## src/rtl/sram_ctrl_defs.vh

```
// sram_ctrl_defs.vh
// Shared FSM state encoding for the SRAM sequencing controller.
// Pulled into sram_ctrl_pkg so every file sees one definition.
`ifndef SRAM_CTRL_DEFS_VH
`define SRAM_CTRL_DEFS_VH
  localparam logic [1:0] IDLE    = 2'd0;
  localparam logic [1:0] PRE     = 2'd1;
  localparam logic [1:0] ACCESS  = 2'd2;
  localparam logic [1:0] RECOVER = 2'd3;
`endif

```

## src/rtl/sram_ctrl_pkg.sv

```systemverilog
// sram_ctrl_pkg: state type and helpers shared by the SRAM controller files.
// Latency: n/a (types and constant functions only).
// Backpressure: n/a.
package sram_ctrl_pkg;
`include "sram_ctrl_defs.vh"

  typedef enum logic [1:0] {
    S_IDLE    = IDLE,
    S_PRE     = PRE,
    S_ACCESS  = ACCESS,
    S_RECOVER = RECOVER
  } state_t;

  // Used to size the phase counter for the longer of the two timed phases.
  function automatic int max_int(input int a, input int b);
    return (a > b) ? a : b;
  endfunction
endpackage

```

## src/rtl/sram_row_decoder.sv

```systemverilog
// sram_row_decoder: ADDR_W -> 2**ADDR_W one-hot wordline decoder with enable.
// Latency: combinational, zero cycles.
// Backpressure: none; output is all-zero whenever en = 0.
// Ports: en (decode enable), addr (row address), onehot (wordline selects).
module sram_row_decoder #(
  parameter int ADDR_W = 4
) (
  input  logic                   en,
  input  logic [ADDR_W-1:0]      addr,
  output logic [(2**ADDR_W)-1:0] onehot
);

  always_comb begin
    onehot = '0;
    if (en) onehot[addr] = 1'b1;
  end

endmodule

```

## src/rtl/sram_ctrl.sv

```systemverilog
// sram_ctrl: sequences precharge -> wordline (write drive / sense) -> recovery per access.
// Latency: rsp_valid PRE_CYC+WL_CYC+1 cycles after the handshake; 1 access per PRE_CYC+WL_CYC+2 cycles.
// Backpressure: req_ready high only in IDLE; requests seen while busy are ignored.
// Ports: clk/reset; req_* request handshake; rsp_valid/rsp_rdata completion;
//        wl/precharge/bl_drive_en/bl/blb/sense_en drive the array; sense_in returns sensed data.
// PRE_CYC and WL_CYC must both be at least 1.
module sram_ctrl
  import sram_ctrl_pkg::*;
#(
  parameter int ADDR_W  = 4,
  parameter int DATA_W  = 8,
  parameter int PRE_CYC = 1,
  parameter int WL_CYC  = 2
) (
  input  logic                   clk,
  input  logic                   reset,
  input  logic                   req_valid,
  output logic                   req_ready,
  input  logic                   req_we,
  input  logic [ADDR_W-1:0]      req_addr,
  input  logic [DATA_W-1:0]      req_wdata,
  output logic                   rsp_valid,
  output logic [DATA_W-1:0]      rsp_rdata,
  output logic [(2**ADDR_W)-1:0] wl,
  output logic                   precharge,
  output logic                   bl_drive_en,
  output logic [DATA_W-1:0]      bl,
  output logic [DATA_W-1:0]      blb,
  output logic                   sense_en,
  input  logic [DATA_W-1:0]      sense_in
);

  localparam int CNT_W = $clog2(max_int(PRE_CYC, WL_CYC)) + 1;

  state_t              state;
  logic [CNT_W-1:0]    cnt;
  logic                we_q;
  logic [ADDR_W-1:0]   addr_q;
  logic [DATA_W-1:0]   wdata_q;

  // Wordlines come straight from registered state and the latched address,
  // so they can only be active in ACCESS, when precharge is already low.
  sram_row_decoder #(
    .ADDR_W (ADDR_W)
  ) u_row_decoder (
    .en     (state == S_ACCESS),
    .addr   (addr_q),
    .onehot (wl)
  );

  // All array controls are registered and set on the edge that enters the
  // cycle they belong to, so they change together with the state.
  always_ff @(posedge clk) begin
    if (reset) begin
      state       <= S_IDLE;
      cnt         <= '0;
      we_q        <= 1'b0;
      addr_q      <= '0;
      wdata_q     <= '0;
      req_ready   <= 1'b1;
      rsp_valid   <= 1'b0;
      rsp_rdata   <= '0;
      precharge   <= 1'b0;
      bl_drive_en <= 1'b0;
      bl          <= '0;
      blb         <= '0;
      sense_en    <= 1'b0;
    end else begin
      rsp_valid <= 1'b0;
      sense_en  <= 1'b0;
      case (state)
        S_IDLE: begin
          if (req_valid && req_ready) begin
            we_q      <= req_we;
            addr_q    <= req_addr;
            wdata_q   <= req_wdata;
            cnt       <= CNT_W'(PRE_CYC - 1);
            state     <= S_PRE;
            req_ready <= 1'b0;
            precharge <= 1'b1;
          end
        end
        S_PRE: begin
          if (cnt == '0) begin
            state       <= S_ACCESS;
            cnt         <= CNT_W'(WL_CYC - 1);
            precharge   <= 1'b0;
            bl_drive_en <= we_q;
            bl          <= we_q ? wdata_q : '0;
            blb         <= we_q ? ~wdata_q : '0;
            // With a single-cycle wordline phase the first ACCESS cycle is also the last.
            sense_en    <= !we_q && (WL_CYC == 1);
          end else begin
            cnt <= cnt - 1'b1;
          end
        end
        S_ACCESS: begin
          if (cnt == '0) begin
            if (!we_q) rsp_rdata <= sense_in;
            state       <= S_RECOVER;
            bl_drive_en <= 1'b0;
            bl          <= '0;
            blb         <= '0;
            rsp_valid   <= 1'b1;
          end else begin
            cnt      <= cnt - 1'b1;
            // Next cycle has counter 0: that is the sensing cycle for reads.
            sense_en <= !we_q && (cnt == CNT_W'(1));
          end
        end
        S_RECOVER: begin
          state     <= S_IDLE;
          req_ready <= 1'b1;
        end
        default: begin
          state     <= S_IDLE;
          req_ready <= 1'b1;
        end
      endcase
    end
  end

endmodule

```

## config.mk

```make
export PLATFORM = sky130hd
export DESIGN_NAME = sram_ctrl
export DESIGN_NICKNAME = d
export VERILOG_FILES = /design/src/rtl/sram_ctrl_pkg.sv /design/src/rtl/sram_row_decoder.sv /design/src/rtl/sram_ctrl.sv
export VERILOG_INCLUDE_DIRS = /design/src /design/src/rtl
export SDC_FILE = /design/constraint.sdc
export NUM_CORES = 1
export LEC_CHECK = 0
export BUFFER_PORTS_ARGS = -buffer_cell sky130_fd_sc_hd__buf_2
export CAP_MARGIN = 40
export CORE_MARGIN = 2
export CORE_UTILIZATION = 47
export CTS_CLUSTER_SIZE = 28
export DETAILED_ROUTE_END_ITERATION = 6
export GPL_TIMING_DRIVEN = 0
export MAX_ROUTING_LAYER = met4
export PLACE_DENSITY = 0.76
export SYNTH_ARGS = -nofsm -noshare
export SYNTH_HDL_FRONTEND = slang
export SYNTH_SLANG_ARGS = --single-unit
```

## constraint.sdc

```tcl
create_clock -name clk -period 2.23 [get_ports clk]
set_clock_uncertainty 0.2 [all_clocks]
set_input_delay 0.1115 -clock clk [delete_from_list [all_inputs] [get_ports clk]]
set_output_delay 0.1115 -clock clk [all_outputs]
set_load 0.05 [all_outputs]
```

* Word level (Yosys, flattened, before mapping)
Index checks and enable logic that the tools add are counted.
** Word-level totals
- Bits in registers :: 46
- Latch bits :: 0
- RAM bits :: 0
- Memory bits (read-only) :: 0
- Bits of input ports :: 24
- Output and inout bits :: 45
- Logic and storage cells :: 72
- Memories :: 0
** Cells by class
- Add/subtract/negate cells :: 1
- Multipliers :: 0
- Divide/modulo/power cells :: 0
- Magnitude comparators :: 2
- Eq/ne operators :: 8
- Shift operators :: 0
- Multiplexer cells :: 26
- Bitwise operators :: 3
- Reduce and logical (&&, ||, !) cells :: 19
** Operators by type and width (number)
- $mux 8 :: 5
- $pmux 8 s2 :: 2
- $mux 16 :: 1
- $reduce_and 3->1 :: 5
- $mux 2 :: 6
- $ne 2x2->1 const B :: 4
- $not 8->8 :: 1
- $pmux 2 s4 :: 1
- $mux 1 :: 6
- $pmux 1 s2 :: 3
- $pmux 2 s3 :: 1
- $reduce_bool 2->1 :: 3
- $lt 4x5->1 const B :: 1
- $demux 1 s4 :: 1
- $eq 2x1->1 const B :: 2
- $eq 2x2->1 const B :: 2
- $ge 4x1->1 const B :: 1
- $logic_not 2->1 :: 2
- $reduce_and 2->1 :: 2
- $logic_and 1x1->1 :: 3
- $reduce_bool 3->1 :: 1
- $reduce_or 3->1 :: 1
- $not 1->1 :: 2
- $reduce_or 2->1 :: 1
- other kinds (2) :: 2

* Longest topological paths before layout
Gate-level depths: netlist of run 1.
- Depth after elaboration :: 5
- Depth in mapped cells :: 8
- Depth with buffers taken out :: 5

* Modules after synthesis
From an unflattened synthesis of run 1, not the netlist that was laid out.
** Unflattened totals
- Cell total of the unflattened synthesis :: 245
- Area total of the unflattened synthesis :: 2205.9 µm²
** Modules (own cells, without submodules)
- sram_ctrl :: times used 1, cells an instance 222, area an instance 2088.3 µm², sequential area each 920.9 µm²
- sram_row_decoder :: times used 1, cells an instance 23, area an instance 117.6 µm², sequential area each 0.0 µm²

* Worst setup path after synthesis of run 1
Ideal clock, no wire load.
- Path type :: flip-flop to output port
- Start :: register state[0]
- End :: output port wl[4]
- Arrival time :: 1946 ps
- Data required time :: 1919 ps
- Slack :: -28 ps
- Cell stages (with the launch flop) :: 6
- Buffers on the path :: 1
- Cells stage by stage :: dfxtp_1 > inv_1 > ha_1 > buf_2 > nand3b_1 > nor3_1
** Between the ends
- Longest elaborated chain between the ends :: 2
** RTL lines
- from (decl) :: RTL line sram_ctrl.sv:35 : state_t state;
- from (signal assigned) :: RTL line sram_ctrl.sv:55 : state <= S_IDLE;
- from (signal assigned) :: RTL line sram_ctrl.sv:78 : state <= S_PRE;
- from (signal assigned) :: RTL line sram_ctrl.sv:85 : state <= S_ACCESS;
- $eq 2x2->1 :: RTL line sram_ctrl.sv:46 : .en (state == S_ACCESS),
- $mux 16 :: RTL line sram_row_decoder.sv:15 : if (en) onehot[addr] = 1'b1;
- to (decl) :: RTL line sram_ctrl.sv:24 : output logic [(2**ADDR_W)-1:0] wl,
Every way passes these cells.

* Worst setup path in the final report of run 1
Same ends and word-level chain as after synthesis.

==> results.sh, run 1 <==
export IMPL_antenna_cells=0
export IMPL_synth_most_common_cell="nand2_1"
export IMPL_status="finished clean"
export IMPL_core_area_sq_mm=0.00406
export IMPL_antenna_found_initial=0
export IMPL_dp_cells=362
export IMPL_period_share_pct=94.6
export IMPL_powerDensity_mw_per_mm2=1090
export IMPL_synth_largest_area_cell="dfxtp_1"
export IMPL_row_count=23
export IMPL_dp_hpwl_um=3260
export IMPL_finalHoldViolations=0
export IMPL_whs_endpoint="blb[4]"
export IMPL_grt_ovfl_total=0
export IMPL_power_mw=3.00
export IMPL_synth_edf_count=0
export IMPL_cts_tree="done"
export IMPL_min_path_type="reg2reg"
export IMPL_start_util_pct=49.6
export IMPL_portBuffers=68
export IMPL_rsz0062_at_grt="no"
export IMPL_ys_seq_area_share_pct=45.8
export IMPL_ys_seq_elements=46
export IMPL_hold_depth=2
export IMPL_die_h_um=69.4
export IMPL_drt_antenna_violating_nets=0
export IMPL_ys_dominant_reg_cell="dfxtp_1"
export IMPL_synth_cell_types=33
export IMPL_reg2regPathDepth=7
export IMPL_setup_tns_ns=0
export IMPL_cp_end_kind="output pin"
export IMPL_power_leakage_nw=1.28
export IMPL_avgSynthCellArea_sq_um=8.25
export IMPL_setup_viol=0
export IMPL_grt_util_all_layers_pct=21.2
export IMPL_max_slew_worst_pin_slew_ns=0.491
export IMPL_yosys_warnings=0
export IMPL_synthArstFlopShare_pct=0
export IMPL_cp_arrival_ns=1.80
export IMPL_start_kind="flip-flop"
export IMPL_synth_cells=244
export IMPL_clockBufferDepth=2
export IMPL_drt_iter0_drc=100
export IMPL_cts_buffers=5
export IMPL_ir_drop_mv=0.613
export IMPL_pin_count=69
export IMPL_ctsResizeCount=0
export IMPL_post_cts_buffers=0
export IMPL_viasPerCell=4.95
export IMPL_path_max_fanout=10
export IMPL_dr_pass1_iters=5
export IMPL_area_growth_pct=37.4
export IMPL_fmax_mhz=474
export IMPL_required_ns=1.92
export IMPL_grt_pass1_vias=1851
export IMPL_wl_per_cell_um=12.7
export IMPL_root_buffer="clkbuf_8"
export IMPL_placed_cell_area_sq_mm=0.00242
export IMPL_postLayoutCellArea_sq_mm=0.00277
export IMPL_cts_clk_slew_worst_paths_ns=0.08
export IMPL_grt_max_degree=15
export IMPL_r2r_setup_slack_ns=0.18
export IMPL_r2r_start="state[0]"
export IMPL_r2r_end="bl[4]"
export IMPL_final_min_clock_period_ns=2.11
export IMPL_synth_top_area_share_pct=45.8
export IMPL_insertion_delay_ns=0.30
export IMPL_vias=1946
export IMPL_syn_nets=277
export IMPL_hp_start="blb[4]"
export IMPL_routed_wl_um=4990
export IMPL_gp_congestion=0.813
export IMPL_synthTopCellsByArea="dfxtp_1 (46%), nand2_1 (9.3%), a21oi_1 (8.2%)"
export IMPL_stdcell_count=393
export IMPL_worstSetupPathType="reg2out"
export IMPL_cts_max_level=2
export IMPL_ys_top_cells_by_count="nand2_1 (50), dfxtp_1 (46), a21oi_1 (33), nor2_1 (24), nand3_1 (11)"
export IMPL_die_x_um=69.4
export IMPL_drive_above_1_share_pct=25.7
export IMPL_maxCapViolCount=0
export IMPL_slew_headroom_pct=67.2
export IMPL_holdBufCountCts=23
export IMPL_drc=0
export IMPL_die_area_sq_mm=0.00482
export IMPL_cts_sinks=46
export IMPL_grt_pass1_wl_um=8070
export IMPL_netlist_area_sq_mm=0.00201
export IMPL_fin_nets=375
export IMPL_slew_violations=0
registers in the layout, summed over array words and instances, names as in the netlist:
name	cells
wdata_q	8
blb	8
cnt	2
rsp_rdata	8
sense_en	1
state	2
we_q	1
bl	8
rsp_valid	1
bl_drive_en	1
addr_q	4
req_ready	1
precharge	1
power breakdown:
group	internal, mW	leakage [nW]	switching (mW)	total (mW)
Combinational	0.456	0.859	0.877	1.33
Clock	0.334	0.0514	0.279	0.613
Sequential	0.956	0.374	0.100	1.06
Total	1.75	1.28	1.26	3.00
cell usage in the layout, fill, tap and decap left out, types with 2 or more instances in the layout:
| master | netlist | final |
|---|---|---|
| nand3_1 | 11 | 11 |
| or3_1 | 8 | 8 |
| nand3b_1 | 3 | 3 |
| clkbuf_8 | 0 | 5 |
| dlygate4sd3_1 | 0 | 23 |
| nand2_1 | 50 | 50 |
| nor3_2 | 0 | 2 |
| nor2_1 | 24 | 24 |
| nor2b_1 | 4 | 4 |
| inv_1 | 4 | 4 |
| mux2_2 | 2 | 2 |
| clkbuf_1 | 8 | 9 |
| nor3_1 | 4 | 2 |
| dfxtp_1 | 46 | 46 |
| buf_2 | 6 | 74 |
| mux2i_1 | 9 | 9 |
| nand2b_1 | 5 | 5 |
| ha_1 | 9 | 9 |
| a21oi_1 | 33 | 33 |
| o21bai_1 | 2 | 2 |
critical path, cell delays in order (launching register included):
cell      delay, ns
dfxtp_1        0.36
inv_1          0.12
ha_1           0.18
buf_2          0.22
nand3b_1       0.19
nor3_2         0.14
buf_2          0.29
metal layers:
layer / wire, um / track usage [%] / vias to the layer above
met5: 0 / - / -
li1: - / - / 1011
met3: 252 / 5.38 / 4
met4: 25 / 6.10 / 0
met1: 2200 / 24.5 / 877
met2: 2510 / 36.4 / 54
cells by family (layout without fill, tap and decap cells):
logic type,after synthesis,after routing,synth area share (%)
muxes,11,11,5.60
buffers and inverters,19,118,4.29
adders and majority gates,9,9,5.60
and+or+nand+nor,114,114,25.9
DFF,46,46,45.8
AOI/OAI and AO/OA,45,45,12.9
per-stage QoR:
stage / hold slack, ns / setup slack (ns) / utilization, %
floorplan: 0.0475 / 0.0138 / -
global placement: 0.141 / 0.233 / 59.8
detailed placement: 0.150 / 0.190 / 59.8
CTS: 0.253 / 0.129 / 68.1
global route: 0.270 / 0.0164 / 68.1
finish: 0.252 / 0.121 / 68.1
worst max-delay path by stage:
stage	slack [ns]	to	depth (start not counted)	startpoint
floorplan	0.01	wl[0]	5	state[0]
global placement	0.23	bl[4]	7	state[0]
detailed placement	0.19	bl[5]	7	state[0]
CTS	0.13	wl[6]	6	state[0]
global route	0.02	wl[7]	6	state[0]
finish	0.12	wl[4]	6	state[0]
final cells by class:
| type | count | area (sq um) |
|---|---|---|
| Fill cell | 354 | 1290 |
| Multi-Input combinational cell | 179 | 1010 |
| Sequential cell | 46 | 921 |
| Timing Repair Buffer | 91 | 571 |
| Clock buffer | 6 | 72.6 |
| Buffer | 15 | 71.3 |
| Tap cell | 50 | 62.6 |
| Clock inverter | 2 | 37.5 |
| Inverter | 4 | 15.0 |
No activity file was read; power rests on OpenSTA's default activity.
==> inputs of run 2 (changes only) <==
--- a/config.mk
+++ b/config.mk
@@ -15,6 +15,7 @@
 export GPL_TIMING_DRIVEN = 0
 export MAX_ROUTING_LAYER = met4
 export PLACE_DENSITY = 0.76
+export SLEW_MARGIN = 20
 export SYNTH_ARGS = -nofsm -noshare
 export SYNTH_HDL_FRONTEND = slang
 export SYNTH_SLANG_ARGS = --single-unit
==> constraint.sdc (replaced) <==
create_clock -name clk -period 2.23 [get_ports clk]
set_clock_uncertainty 0.2 [all_clocks]
set_input_delay 0.446 -clock clk [delete_from_list [all_inputs] [get_ports clk]]
set_output_delay 0.446 -clock clk [all_outputs]
set_load 0.1 [all_outputs]
==> run 2 against run 1 <==
Compared with the run above:
- design area shrank 0.27%
- sequential power is essentially flat
- count of clock-buffer cells in the layout is the same
- via count shrank 1.4%
- final cell count shrank 5.3%
- clock power shrank 19%
- worst setup slack lost 0.079 ns
- total power grew 8.1%
- routed wire length shrank 3.1%
- critical path depth shrank 1
- register-to-register slack gained 0.06 ns
==> results.sh, run 2 (synthesis results as in run 1) <==
export IMPL_stdcell_count=372
export IMPL_cpPeakStageDelay_ns=0.36
export IMPL_die_h_um=69.4
export IMPL_dp_cells=362
export IMPL_grt_pass1_vias=1680
export IMPL_power_frac_comb_pct=51.1
export IMPL_drive_above_1_share_pct=35.7
export IMPL_maxCapViolCount=0
export IMPL_dp_hpwl_um=3330
export IMPL_portBuffers=68
export IMPL_layout_common_cells="buf_2 (57), nand2_1 (49), dfxtp_1 (42)"
export IMPL_vias=1919
export IMPL_clock_power_share_pct=15.3
export IMPL_r2r_setup_slack_ns=0.24
export IMPL_cp_end_kind="output pin"
export IMPL_required_ns=1.58
export IMPL_gp_congestion=0.801
export IMPL_cts_sinks=46
export IMPL_pin_count=69
export IMPL_powerDensity_mw_per_mm2=1180
export IMPL_core_area_sq_mm=0.00406
export IMPL_slew_headroom_pct=67.6
export IMPL_clockBufferDepth=2
export IMPL_row_count=23
export IMPL_max_slew_worst_pin_slew_ns=0.489
export IMPL_holdWs_ns=0.171
export IMPL_cp_cell_sequence="inv_4 -> ha_4 -> nand2_1 -> nor2_2 -> buf_4"
export IMPL_cts_tree="done"
export IMPL_cts_max_level=2
export IMPL_die_area_sq_mm=0.00482
export IMPL_dr_pass1_iters=4
export IMPL_n_fill_cell=348
export IMPL_r2r_end="bl[3]"
export IMPL_min_path_type="in2reg"
export IMPL_fmax_mhz=457
export IMPL_worstSetupPathType="reg2out"
export IMPL_drt_iter0_drc=66
export IMPL_path_max_fanout=5
export IMPL_setup_viol=0
export IMPL_wl_per_cell_um=13.0
export IMPL_cts_buffers=5
export IMPL_power_leakage_nw=1.20
export IMPL_drc=0
export IMPL_swShare_pct=48.6
export IMPL_grt_max_degree=15
export IMPL_viasPerCell=5.16
export IMPL_reg2regPathDepth=7
export IMPL_start_util_pct=49.6
export IMPL_grt_util_all_layers_pct=20.5
export IMPL_seqPwrFrac_pct=33.6
export IMPL_area_growth_pct=37.1
export IMPL_status="finished clean"
export IMPL_power_switching_mw=1.58
export IMPL_fin_nets=354
export IMPL_multiInputGateArea_sq_mm=0.00113
export IMPL_cts_clk_slew_worst_paths_ns=0.08
export IMPL_start_kind="flip-flop"
export IMPL_ir_drop_mv=0.801
export IMPL_r2r_start="state[0]"
export IMPL_setup_tns_ns=0
export IMPL_final_min_clock_period_ns=2.19
export IMPL_seq_area_sq_um=928
export IMPL_root_buffer="clkbuf_8"
export IMPL_antenna_cells=0
export IMPL_final_util_pct=68.0
export IMPL_finalHoldViolations=0
export IMPL_routed_wl_um=4830
export IMPL_grt_pass1_wl_um=7810
export IMPL_grt_ovfl_total=0
export IMPL_drt_antenna_violating_nets=0
export IMPL_layout_commonest_cell="buf_2"
export IMPL_cp_arrival_ns=1.54
export IMPL_antenna_found_initial=0
export IMPL_die_x_um=69.4
export IMPL_p_int_mw=1.67
export IMPL_period_share_pct=98.1
export IMPL_crit_path_top_delay_cell="dfxtp_4"
export IMPL_endpoint="wl[8]"
export IMPL_slew_violations=0
export IMPL_holdBufCountCts=0
export IMPL_crit_start="state[0]"
export IMPL_insertion_delay_ns=0.30
## run 2: metal layers
metal / global-route usage, % / up-vias / routed length, um
li1: - / 971 / -
met3: 4.94 / 11 / 306
met1: 24.7 / 880 / 2030
met4: 7.84 / 0 / 97
met2: 33.1 / 57 / 2400
met5: - / - / 0
## run 2: power by group through the flow
stage          Clock [mW]  Combinational, mW  Sequential [mW]
6_report            0.498               1.66             1.09
5_1_grt             0.546               1.77             1.11
4_1_cts             0.511               1.64             1.09
3_5_place_dp            0               1.63             1.09
3_3_place_gp            0               1.61             1.09
2_1_floorplan           0              0.878             1.54
## run 2: cell type report
cell class	instances	area share (%)
Clock buffer	6	2.63
Inverter	4	0.635
Clock inverter	2	0.499
Timing Repair Buffer	72	17.0
Sequential cell	46	33.7
Tap cell	50	2.27
Buffer	13	2.27
Multi-Input combinational cell	179	41.1
## run 2: worst min-delay path by stage
stage	from	end	slack, ns	depth (start not counted)
finish	req_addr[0]	addr_q[0]	0.17	3
global route	req_addr[0]	addr_q[0]	0.17	3
CTS	req_addr[0]	addr_q[0]	0.17	3
detailed placement	blb[5]	blb[5]	0.24	2
global placement	blb[3]	blb[3]	0.24	2
floorplan	wdata_q[0]	wdata_q[0]	0.25	2
## run 2: per-stage QoR
stage | area, sq um | power, mW | setup slack [ns]
2_1_floorplan | 2140 | 2.41 | -0.220
3_3_place_gp | 2540 | 2.70 | -0.0204
3_5_place_dp | 2540 | 2.72 | -0.0623
4_1_cts | 2730 | 3.25 | 0.0199
5_1_grt | 2760 | 3.43 | -0.0255
6_report | 2760 | 3.25 | 0.0419
## run 2: critical path, delay by kind of cell (launching register included)
family                   cells  cell delay, ns
adder cells (fa/ha/maj)      1            0.18
flip-flops                   1            0.36
buffers and inverters        2            0.37
AND/OR/NAND/NOR              2            0.34
## run 2: what timing repair did
action                                  CTS  global route
endpoints found under the setup margin   16            10
cloned                                    0             0
pin swaps                                 1             1
buffers inserted                          3             1
resized for setup                        32             7
==> inputs of run 3 (changes only) <==
--- a/config.mk
+++ b/config.mk
@@ -9,12 +9,12 @@
 export BUFFER_PORTS_ARGS = -buffer_cell sky130_fd_sc_hd__buf_2
 export CAP_MARGIN = 40
 export CORE_MARGIN = 2
-export CORE_UTILIZATION = 47
+export CORE_UTILIZATION = 49
 export CTS_CLUSTER_SIZE = 28
 export DETAILED_ROUTE_END_ITERATION = 6
 export GPL_TIMING_DRIVEN = 0
 export MAX_ROUTING_LAYER = met4
-export PLACE_DENSITY = 0.76
+export PLACE_DENSITY = 0.78
 export SLEW_MARGIN = 20
 export SYNTH_ARGS = -nofsm -noshare
 export SYNTH_HDL_FRONTEND = slang
==> run 3 against run 2 <==
Compared with the run above:
- utilization up 1.9 points
- first-iteration DRC count grew 56%
- critical endpoint is now wl[6]
- worst setup slack gained 0.024 ns
- global-route usage increased by 1.1 points
- critical path type unchanged
- die area is 3.9% lower
- maximum frequency grew 1.1%
- via count fell by 1.8%
- final cell count rose by 0.27%
- register-to-register slack got worse by 0.02 ns
- critical path depth unchanged
- design area is 0.64% higher
- flip-flop and latch count unchanged
==> results.sh, run 3 (synthesis results as in run 1) <==
export IMPL_die_area_sq_mm=0.00463
export IMPL_maxCapViolCount=0
export IMPL_root_buffer="clkbuf_8"
export IMPL_drive_above_1_share_pct=35.6
export IMPL_cp_end_kind="output pin"
export IMPL_max_slew_worst_pin_slew_ns=0.494
export IMPL_slew_headroom_pct=67.3
export IMPL_holdWs_ns=0.175
export IMPL_cp_arrival_ns=1.52
export IMPL_power_switching_mw=1.59
export IMPL_finalHoldViolations=0
export IMPL_layout_common_cells="buf_2 (57), nand2_1 (50), dfxtp_1 (42)"
export IMPL_viasPerCell=5.05
export IMPL_swShare_pct=46.9
export IMPL_min_path_type="in2reg"
export IMPL_cts_tree="done"
export IMPL_setup_viol=0
export IMPL_core_area_sq_mm=0.00397
export IMPL_grt_pass1_wl_um=7380
export IMPL_seqPwrFrac_pct=32.4
export IMPL_cts_max_level=2
export IMPL_die_x_um=68.1
export IMPL_grt_util_all_layers_pct=21.5
export IMPL_power_frac_comb_pct=49.2
export IMPL_path_max_fanout=5
export IMPL_n_fill_cell=315
export IMPL_clockBufferDepth=2
export IMPL_portBuffers=68
export IMPL_dr_pass1_iters=4
export IMPL_routed_wl_um=4760
export IMPL_dp_hpwl_um=3420
export IMPL_status="finished clean"
export IMPL_wl_per_cell_um=12.8
export IMPL_start_kind="flip-flop"
export IMPL_row_count=23
export IMPL_grt_ovfl_total=0
export IMPL_vias=1884
export IMPL_grt_pass1_vias=1717
export IMPL_start_util_pct=50.7
export IMPL_worstSetupPathType="reg2out"
export IMPL_drc=0
export IMPL_postLayoutCellArea_sq_mm=0.00278
export IMPL_slew_violations=0
export IMPL_clock_power_share_pct=18.3
export IMPL_period_share_pct=97.1
export IMPL_cts_clk_slew_worst_paths_ns=0.09
export IMPL_power_leakage_nw=1.20
export IMPL_cts_buffers=5
export IMPL_antenna_found_initial=0
export IMPL_antenna_cells=0
export IMPL_r2r_setup_slack_ns=0.22
export IMPL_drt_antenna_violating_nets=0
export IMPL_layout_commonest_cell="buf_2"
export IMPL_p_int_mw=1.79
export IMPL_gp_congestion=0.804
export IMPL_cts_sinks=46
export IMPL_drt_iter0_drc=103
export IMPL_grt_max_degree=15
export IMPL_die_h_um=68.1
export IMPL_final_min_clock_period_ns=2.16
export IMPL_fmax_mhz=462
export IMPL_fin_nets=355
export IMPL_powerDensity_mw_per_mm2=1220
export IMPL_required_ns=1.58
export IMPL_pin_count=69
export IMPL_area_growth_pct=37.9
export IMPL_ir_drop_mv=0.808
export IMPL_placed_cell_area_sq_mm=0.00254
export IMPL_insertion_delay_ns=0.30
[run 3: what timing repair did]
item	4_1_cts	5_1_grt
endpoints found under the setup margin	16	14
gates cloned	0	0
setup buffers	5	0
hold buffers	0	0
gates resized for setup	24	11
pin swaps	2	1
[run 3: area by class of cell]
| class | count | area, sq um | area share (%) |
|---|---|---|---|
| multi-input combinational | 179 | 1130 | 40.7 |
| sequential | 46 | 928 | 33.5 |
| timing repair buffer | 73 | 464 | 16.7 |
| clock buffer | 6 | 72.6 | 2.61 |
| buffer | 13 | 62.6 | 2.25 |
| tap | 50 | 62.6 | 2.25 |
| clock inverter | 2 | 37.5 | 1.35 |
| inverter | 4 | 17.5 | 0.631 |
[run 3: metal layers]
metal | share of wire (%) | GRT usage (%) | vias up
met2 | 49 | 36.5 | 46
met3 | 4.6 | 3.95 | 7
met5 | 0 | - | -
met4 | 1.1 | 7.25 | 0
li1 | - | - | 976
met1 | 45 | 25.6 | 855
[run 3: critical path, stage by stage, from the launching register on]
cell     delay, ns
dfxtp_4       0.38
inv_4         0.07
ha_4          0.16
nand3_4       0.13
nor3_4        0.17
buf_4         0.30
[run 3: final timing paths]
kind / start / to / cells after the start
worst min register to register: blb[7] / blb[7] / 2
worst max-delay path: state[0] / wl[6] / 5
worst min-delay path: req_addr[1] / addr_q[1] / 3
worst max register to register: state[0] / cnt[0] / 6
[run 3: power groups by stage]
stage          clock network (mW)  logic [mW]  registers, mW
6_report                    0.619        1.66           1.09
5_1_grt                     0.654        1.80           1.11
4_1_cts                     0.623        1.66           1.09
3_5_place_dp                    0        1.63           1.09
3_3_place_gp                    0        1.60           1.08
2_1_floorplan                   0       0.878           1.54
[run 3: per-stage QoR]
stage          power, mW  setup WS (ns)  instances  util [%]  TNS [ns]
3_5_place_dp        2.72        -0.0500        362      64.0    -0.234
6_report            3.38         0.0657        373      69.9         0
2_1_floorplan       2.41         -0.220        244         -     -1.80
3_3_place_gp        2.69        -0.0197        362      64.0   -0.0556
4_1_cts             3.37        0.00480        373      68.9         0
5_1_grt             3.57       -0.00724        373      69.9  -0.00817
